==> src/rtl/sra_iter_pkg.sv <==
// -----------------------------------------------------------------------------
// sra_iter_pkg
// Shared definitions for the iterative 32-bit right shifter (sra_iter).
//   - state_t     : FSM state encoding (IDLE / SHIFT / DONE)
//   - WIDTH       : datapath width (32)
//   - STAGES      : number of shift stages (5)
//   - STAGE_K     : shift distance per stage, applied in order {16,8,4,2,1}
//   - stage_width : looks up the shift distance for a stage index
// -----------------------------------------------------------------------------
package sra_iter_pkg;

    localparam int WIDTH  = 32;
    localparam int STAGES = 5;

    typedef enum logic [1:0] {
        IDLE  = 2'd0,
        SHIFT = 2'd1,
        DONE  = 2'd2
    } state_t;

    // Stage cnt shifts by STAGE_K[cnt] when shamt bit (4-cnt) is set.
    localparam logic [4:0] STAGE_K [STAGES] = '{5'd16, 5'd8, 5'd4, 5'd2, 5'd1};

    // Indices beyond the table return 0 (no shift) so an illegal counter value
    // can never corrupt the accumulator.
    function automatic logic [4:0] stage_width(input logic [2:0] idx);
        logic [4:0] k;
        k = '0;
        for (int i = 0; i < STAGES; i++) begin
            if (idx == 3'(i)) begin
                k = STAGE_K[i];
            end
        end
        return k;
    endfunction

endpackage

==> src/rtl/sr_stage.sv <==
// -----------------------------------------------------------------------------
// sr_stage
// Combinational single right-shift stage, reused by sra_iter on every SHIFT
// cycle. The shift distance is selected from the package table by cnt.
// Ports:
//   acc     in  32  word to shift
//   cnt     in  3   stage index (0..4 -> shift by 16/8/4/2/1)
//   enable  in  1   1 = apply this stage, 0 = pass acc through
//   fill    in  1   bit shifted into the vacated upper positions
//   shifted out 32  result
// -----------------------------------------------------------------------------
module sr_stage
    import sra_iter_pkg::*;
(
    input  logic [WIDTH-1:0] acc,
    input  logic [2:0]       cnt,
    input  logic             enable,
    input  logic             fill,
    output logic [WIDTH-1:0] shifted
);

    logic signed [WIDTH:0] ext;
    logic signed [WIDTH:0] ext_shifted;
    logic [4:0]            k;

    // Prepending the fill bit and shifting arithmetically replicates fill into
    // the top k positions, covering both logical (fill=0) and arithmetic cases.
    // NOTE: every always_comb output gets a default first, so no path can leave
    // a signal unassigned and infer a latch.
    always_comb begin
        k           = stage_width(cnt);
        ext         = {fill, acc};
        ext_shifted = ext >>> k;
        shifted     = acc;
        if (enable) begin
            shifted = ext_shifted[WIDTH-1:0];
        end
    end

endmodule

==> src/rtl/sra_iter.sv <==
// -----------------------------------------------------------------------------
// sra_iter
// Iterative 32-bit logical/arithmetic right shifter. A request is accepted in
// IDLE or DONE, then one stage (16/8/4/2/1) is applied per clock in SHIFT. The
// result appears on out together with a one-cycle done pulse and holds until
// the next completion.
//
// Build option:
//   SRA_ITER_EARLY_EXIT_EN - leave SHIFT as soon as no remaining shamt bits
//                            are set (shamt=0 completes straight from accept).
//                            Results are identical; only latency changes.
//
// Ports:
//   clock  in  1   rising-edge clock
//   reset  in  1   asynchronous active-high reset
//   start  in  1   request strobe (accepted only when busy=0)
//   in     in  32  operand, captured on acceptance
//   shamt  in  5   shift amount, captured on acceptance
//   arith  in  1   1 = arithmetic (sign fill), 0 = logical (zero fill)
//   out    out 32  result register
//   busy   out 1   high while shifting; requests ignored
//   done   out 1   one-cycle completion pulse
// -----------------------------------------------------------------------------
module sra_iter
    import sra_iter_pkg::*;
(
    input  logic             clock,
    input  logic             reset,
    input  logic             start,
    input  logic [WIDTH-1:0] in,
    input  logic [4:0]       shamt,
    input  logic             arith,
    output logic [WIDTH-1:0] out,
    output logic             busy,
    output logic             done
);

`ifdef SRA_ITER_EARLY_EXIT_EN
    localparam bit EARLY_EXIT = 1'b1;
`else
    localparam bit EARLY_EXIT = 1'b0;
`endif

    state_t           state;
    state_t           state_next;
    logic [WIDTH-1:0] acc;
    logic [WIDTH-1:0] acc_shifted;
    logic [4:0]       amt;
    logic             fill;
    logic [2:0]       cnt;

    logic             accept;
    logic             accept_zero;
    logic             stage_en;
    logic             stage_last;
    logic [4:0]       amt_aligned;
    logic [4:0]       amt_rest;

    // Left-aligning amt by cnt puts the bit for the current stage at [4] and
    // the bits of all later stages below it.
    assign amt_aligned = amt << cnt;
    assign stage_en    = amt_aligned[4];
    assign amt_rest    = amt_aligned << 1;

    assign stage_last  = (cnt == 3'(STAGES - 1)) || (EARLY_EXIT && (amt_rest == '0));
    assign accept_zero = EARLY_EXIT && (shamt == '0);

    sr_stage u_stage (
        .acc     (acc),
        .cnt     (cnt),
        .enable  (stage_en),
        .fill    (fill),
        .shifted (acc_shifted)
    );

    // NOTE: sequential state uses non-blocking assignments so every register
    // samples pre-edge values regardless of statement order.
    always_ff @(posedge clock or posedge reset) begin
        if (reset) begin
            state <= IDLE;
        end else begin
            state <= state_next;
        end
    end

    always_comb begin
        state_next = state;
        accept     = 1'b0;
        busy       = 1'b0;
        done       = 1'b0;
        case (state)
            IDLE: begin
                if (start) begin
                    accept     = 1'b1;
                    state_next = accept_zero ? DONE : SHIFT;
                end
            end
            SHIFT: begin
                busy = 1'b1;
                if (stage_last) begin
                    state_next = DONE;
                end
            end
            DONE: begin
                done = 1'b1;
                if (start) begin
                    accept     = 1'b1;
                    state_next = accept_zero ? DONE : SHIFT;
                end else begin
                    state_next = IDLE;
                end
            end
            default: begin
                state_next = IDLE;
            end
        endcase
    end

    // out is written only on the edge that enters DONE, so intermediate
    // accumulator values are never visible.
    always_ff @(posedge clock or posedge reset) begin
        if (reset) begin
            acc  <= '0;
            amt  <= '0;
            fill <= 1'b0;
            cnt  <= '0;
            out  <= '0;
        end else if (accept) begin
            acc  <= in;
            amt  <= shamt;
            fill <= arith & in[WIDTH-1];
            cnt  <= '0;
            if (accept_zero) begin
                out <= in;
            end
        end else if (state == SHIFT) begin
            acc <= acc_shifted;
            cnt <= cnt + 3'd1;
            if (stage_last) begin
                out <= acc_shifted;
            end
        end
    end

endmodule

==> config.mk <==
export PLATFORM = sky130hd
export DESIGN_NAME = sra_iter
export DESIGN_NICKNAME = d
export VERILOG_FILES = /design/src/rtl/sra_iter_pkg.sv /design/src/rtl/sr_stage.sv /design/src/rtl/sra_iter.sv
export SDC_FILE = /design/constraint.sdc
export NUM_CORES = 1
export LEC_CHECK = 0
export CAP_MARGIN = 20
export CORE_MARGIN = 5
export CORE_UTILIZATION = 45
export DETAILED_ROUTE_END_ITERATION = 6
export DONT_BUFFER_PORTS = 1
export HOLD_SLACK_MARGIN = 0.1
export SLEW_MARGIN = 20
export SYNTH_ARGS = -nofsm -noshare
export SYNTH_HDL_FRONTEND = slang
export SYNTH_SLANG_ARGS = --single-unit
export TNS_END_PERCENT = 100
==> constraint.sdc <==
create_clock -name clock -period 7.5 [get_ports clock]
set_clock_uncertainty 0.15 [all_clocks]
set_input_delay 1.5 -clock clock [delete_from_list [all_inputs] [get_ports clock]]
set_output_delay 1.5 -clock clock [all_outputs]
set_load 0.005 [all_outputs]
* Word level (Yosys, flattened, before mapping)
Cells that the tools add are included.
Widths: inputs -> output; s select.
** Cells by class
- Add/sub/neg operators :: 1
- Eq/ne operators :: 8
- Shift-type cells :: 2
- Mux-type cells :: 18
- Bitwise logic cells :: 2
- Reductions and logical operators :: 6
** Operator list (count)
- $mux 32 :: 3
- $sshr 33x5->32 :: 1
- $mux 5 :: 5
- $eq 3x2->1 const B :: 2
- $mux 3 :: 2
- $pmux 2 s3 :: 1
- $mux 1 :: 5
- $shl 5x3->5 :: 1
- $mux 2 :: 2
- $ne 2x2->1 const B :: 2
- $add 3x1->3 const B :: 1
- $eq 3x1->1 const B :: 1
- $eq 3x3->1 const B :: 1
- $logic_not 3->1 :: 1
- $reduce_and 3->1 :: 1
- $eq 2x1->1 const B :: 1
- $eq 2x2->1 const B :: 1
- $logic_not 2->1 :: 1
- $reduce_and 2->1 :: 1
- $reduce_bool 2->1 :: 1
- $reduce_or 2->1 :: 1
- $and 1x1->1 :: 1
- $not 1->1 :: 1
** Word-level totals
- Flip-flop bits (word level) :: 75
- Input port bits :: 41
- Output and inout bits :: 34
- Word-level logic and storage cells :: 43

* Logic depth before layout (Yosys ltp)
- Depth in word-level cells :: 10
- Gate-level depth with buffers :: 13
- Depth with buffers taken out :: 8

* Hierarchy
Synthesis repeated with hierarchy kept, for this count alone.
** Unflattened totals
- Cells, all modules :: 488
- Area, all modules :: 4904.7 µm²
** By module, submodules not included
- sra_iter :: instances 1, cells each 218, area an instance 3131.8 µm², seq. area each 1876.8 µm²
- sr_stage :: instances 1, cells each 270, area an instance 1773.0 µm², seq. area each 0.0 µm²

* Worst setup path after synthesis
Ideal clock, no wire load.
- Path type :: in2reg
- Start point :: input port start
- End point :: register acc[11]
- Library setup time :: 124 ps
- Data arrival time :: 2484 ps
- Required time :: 7226 ps
- Setup slack :: 4743 ps
- Stages :: 5
- Buffers on the path :: 0
- Cells stage by stage :: nor2b_1 nor2_1 a21o_4 a22o_1 a211o_1
** Between the ends
- Word-level cells in the longest chain between the ends :: 3
- Elaborated cells between the ends (all ways) :: 4
- Classes of those cells :: mux (3); reduce/logical (1)
** Ends and longest elaborated chain
- start: declaration :: line sra_iter.sv:29 : input logic start,
- $mux 1 * :: line sra_iter.sv:93, sra_iter.sv:106
- $mux 1 *
- $mux 32 or $reduce_bool 2->1 (tied branches)
- end signal: assignment :: line sra_iter.sv:129 : acc <= in;
- end signal: assignment :: line sra_iter.sv:137 : acc <= acc_shifted;
- end: declaration :: line sra_iter.sv:46 : logic [WIDTH-1:0] acc;
Every way passes the cells marked *; elsewhere a longest branch is shown, timed or not.
A chain may end at the register's enable or synchronous reset.

* Worst setup path after layout
Ends and elaborated chain as after synthesis.

==> impl_metrics.tcl <==
set metrics [dict create \
    post_cts.repair.setup_buffers 0 \
    total_power_w 0.00325 \
    wl_met3_mm 1.99 \
    crit_type "input pin to register" \
    grt_setup_unrepaired "false" \
    crit_fanout 40 \
    port_buffers 0 \
    cpPeakStageDelay_ps 750 \
    fp.dieW_um 118 \
    wl_met1_mm 8.03 \
    ys_top_cells_by_area "dfrtp_1 (36%), nand2_1 (4.6%), mux2i_1 (4.0%), a22oi_1 (3.9%), o21ai_0 (3.8%)" \
    grt.overflow.total 0 \
    yosysMostFrequentCell "dfrtp_1" \
    cp-end-kind "register" \
    setup_viol 0 \
    clk_pin_slew_ps 60 \
    synth.top_cell.area_share 0.358 \
    clk-insertion-delay-late_ps 360 \
    antenna_found_initial 0 \
    start_util 0.460 \
    post_cts_resized 0 \
    row_count 39 \
    fin_crit_ps 3490 \
    ir_worst_vdd_v 0.000269 \
    htree_levels 3 \
    cts_buffer_depth 2 \
    place_hpwl_mm 12.5 \
    synthesis.area_sq_um 5250 \
    antenna_left 0 \
    top_layer_used "met4" \
    critPathLaunchType "input pin" \
    cts_sinks 75 \
    met2_wirelength_mm 7.78 \
    cap_violations 0 \
    synth_nets 631 \
    ys_warn_count 0 \
    finalHoldViolCount 0 \
    die_area_sq_um 13900 \
    cts_tree "done" \
    root_buffer "clkbuf_16" \
    yosysUniqueCellTypes 70 \
    wl_per_cell_um 26.1 \
    ys_top_cells_by_count "dfrtp_1 (75), nand2_1 (64), o21ai_0 (40)" \
    die_h_um 118 \
    initialDrtViolationCount 480 \
    min_period_over_period 0.466 \
    synth-edff-count 0 \
    core_sq_um 11400 \
    min_path_type "register to register" \
    preCtsSetupSlack_ps 3610 \
    ys_seq_area_frac 0.358 \
    grt_pass1_wl_mm 28.6 \
    avgViaCountPerCell 6.92 \
    yosysTopAreaCell "dfrtp_1" \
    ctsHoldBuffers 0 \
    max_freq_mhz 286 \
    critPathRequiredTime_ps 7590 \
    wirelength_mm 18.3 \
    yosys_register_bits 75 \
    setup_ws_ps 4010 \
    slowest_stage "nor2b_4" \
    dr_total_vias 4848 \
    top_level_ports 75 \
    antenna_cells 0 \
    ys_async_sr_fraction 1.00 \
    finalNetCount 600 \
    r2r-start "cnt[2]" \
    worstMarginPinSlew_ps 1040 \
    crit_start "start" \
    status "finished, final reports clean" \
    drive_above_1_share 0.124 \
    crit_chain "nor2b_4 -> nor2_1 -> a21o_4 -> a22o_1 -> a211o_1" \
    total_leakage_power_nw 2.30 \
    first_pass_iters 5 \
    cts_buffers 9 \
    worstPathArrival_ps 3590 \
    grtUsageTotal 0.262 \
    p_per_area_nw_per_um2 585 \
    synth-main-ff-cell "dfrtp_1" \
    syn_inst 584 \
    place_congestion 0.921 \
    hold_ws_ps 332 \
    hold_start "amt[1]" \
    post-route-drc-count 0 \
    final.setup.tns_ps 0 \
    grt_pass1_vias 4686 \
    slew_viol_final 0 \
    slew_headroom 0.303 \
    nFillCells 1111 \
    grt_max_degree 76 \
    area_growth_pct 5.96 \
    final_core_util 0.487 \
    syn_area_per_cell_sq_um 8.99 \
]
## metal layers
metal / vias up / track usage
met2: 272 / 0.363
met5: - / 0
met3: 32 / 0.0817
met1: 2387 / 0.376
met4: 0 / 0.108
li1: 2157 / -
## flip-flops by register name, indices dropped and copies added, names as in the netlist
register  count
acc          32
amt           5
cnt           3
fill          1
out          32
state         2
## area by class of cell
cell class | count | area, sq um | area share
Multi-Input combinational cell | 448 | 3050 | 0.548
Inverter | 9 | 35.0 | 0.00630
Clock inverter | 4 | 72.6 | 0.0130
Sequential cell | 75 | 1880 | 0.337
Tap cell | 143 | 179 | 0.0322
Timing Repair Buffer | 10 | 95.1 | 0.0171
Clock buffer | 12 | 256 | 0.0461
## critical path, delay by kind of cell
| family | cells | cell delay, ps |
|---|---|---|
| AOI/OAI and AO/OA | 3 | 890 |
| and+or+nand+nor | 2 | 1170 |
## cells in the final DEF, fill, tap and decap left out, types with 8 or more instances in the layout
cell type	n
a211oi_1	15
a21o_1	8
a21oi_1	36
a221o_1	10
a22oi_1	27
buf_4	8
clkbuf_16	9
dfrtp_1	75
inv_1	8
mux2_2	16
mux2i_1	21
nand2_1	63
nand3_1	26
nor2_1	25
nor2b_1	9
o211ai_1	15
o21ai_0	40
o22ai_1	8
## cells by family (layout without fill, tap and decap cells)
logic type	count (synthesis)	count (layout)	synth area share
flip-flops	75	75	0.358
AND/OR/NAND/NOR	186	186	0.190
adder cells (fa/ha/maj)	6	6	0.0143
AO/OA/AOI/OAI	219	219	0.299
multiplexers	37	37	0.0744
buffers and inverters	61	35	0.0644
## power by group
| part | total, W | switching (W) | leakage [nW] | internal (W) |
|---|---|---|---|---|
| clock network | 0.000488 | 0.000179 | 0.159 | 0.000309 |
| registers | 0.000859 | 0.000254 | 0.924 | 0.000605 |
| logic | 0.00191 | 0.00121 | 1.21 | 0.000700 |
| total | 0.00325 | 0.00164 | 2.30 | 0.00161 |
## path summary, 6_finish.rpt
path                       endpoint  slack, ps  cells after the start
max reg2reg                  acc[3]       4040                      8
min                          amt[1]        330                      2
min in group asynchronous   out[28]       1140                      2
min reg2reg                  amt[1]        330                      2
max in group asynchronous   out[31]       5360                      2
max                         acc[11]       4010                      5
## metrics by stage
step | cell area, sq um | std cells
2_1_floorplan | 5250 | 584
3_3_place_gp | 5190 | 683
4_1_cts | 5520 | 699
6_report | 5560 | 701
5_1_grt | 5560 | 701
3_5_place_dp | 5190 | 683
Power figures use the tool's default switching activity.
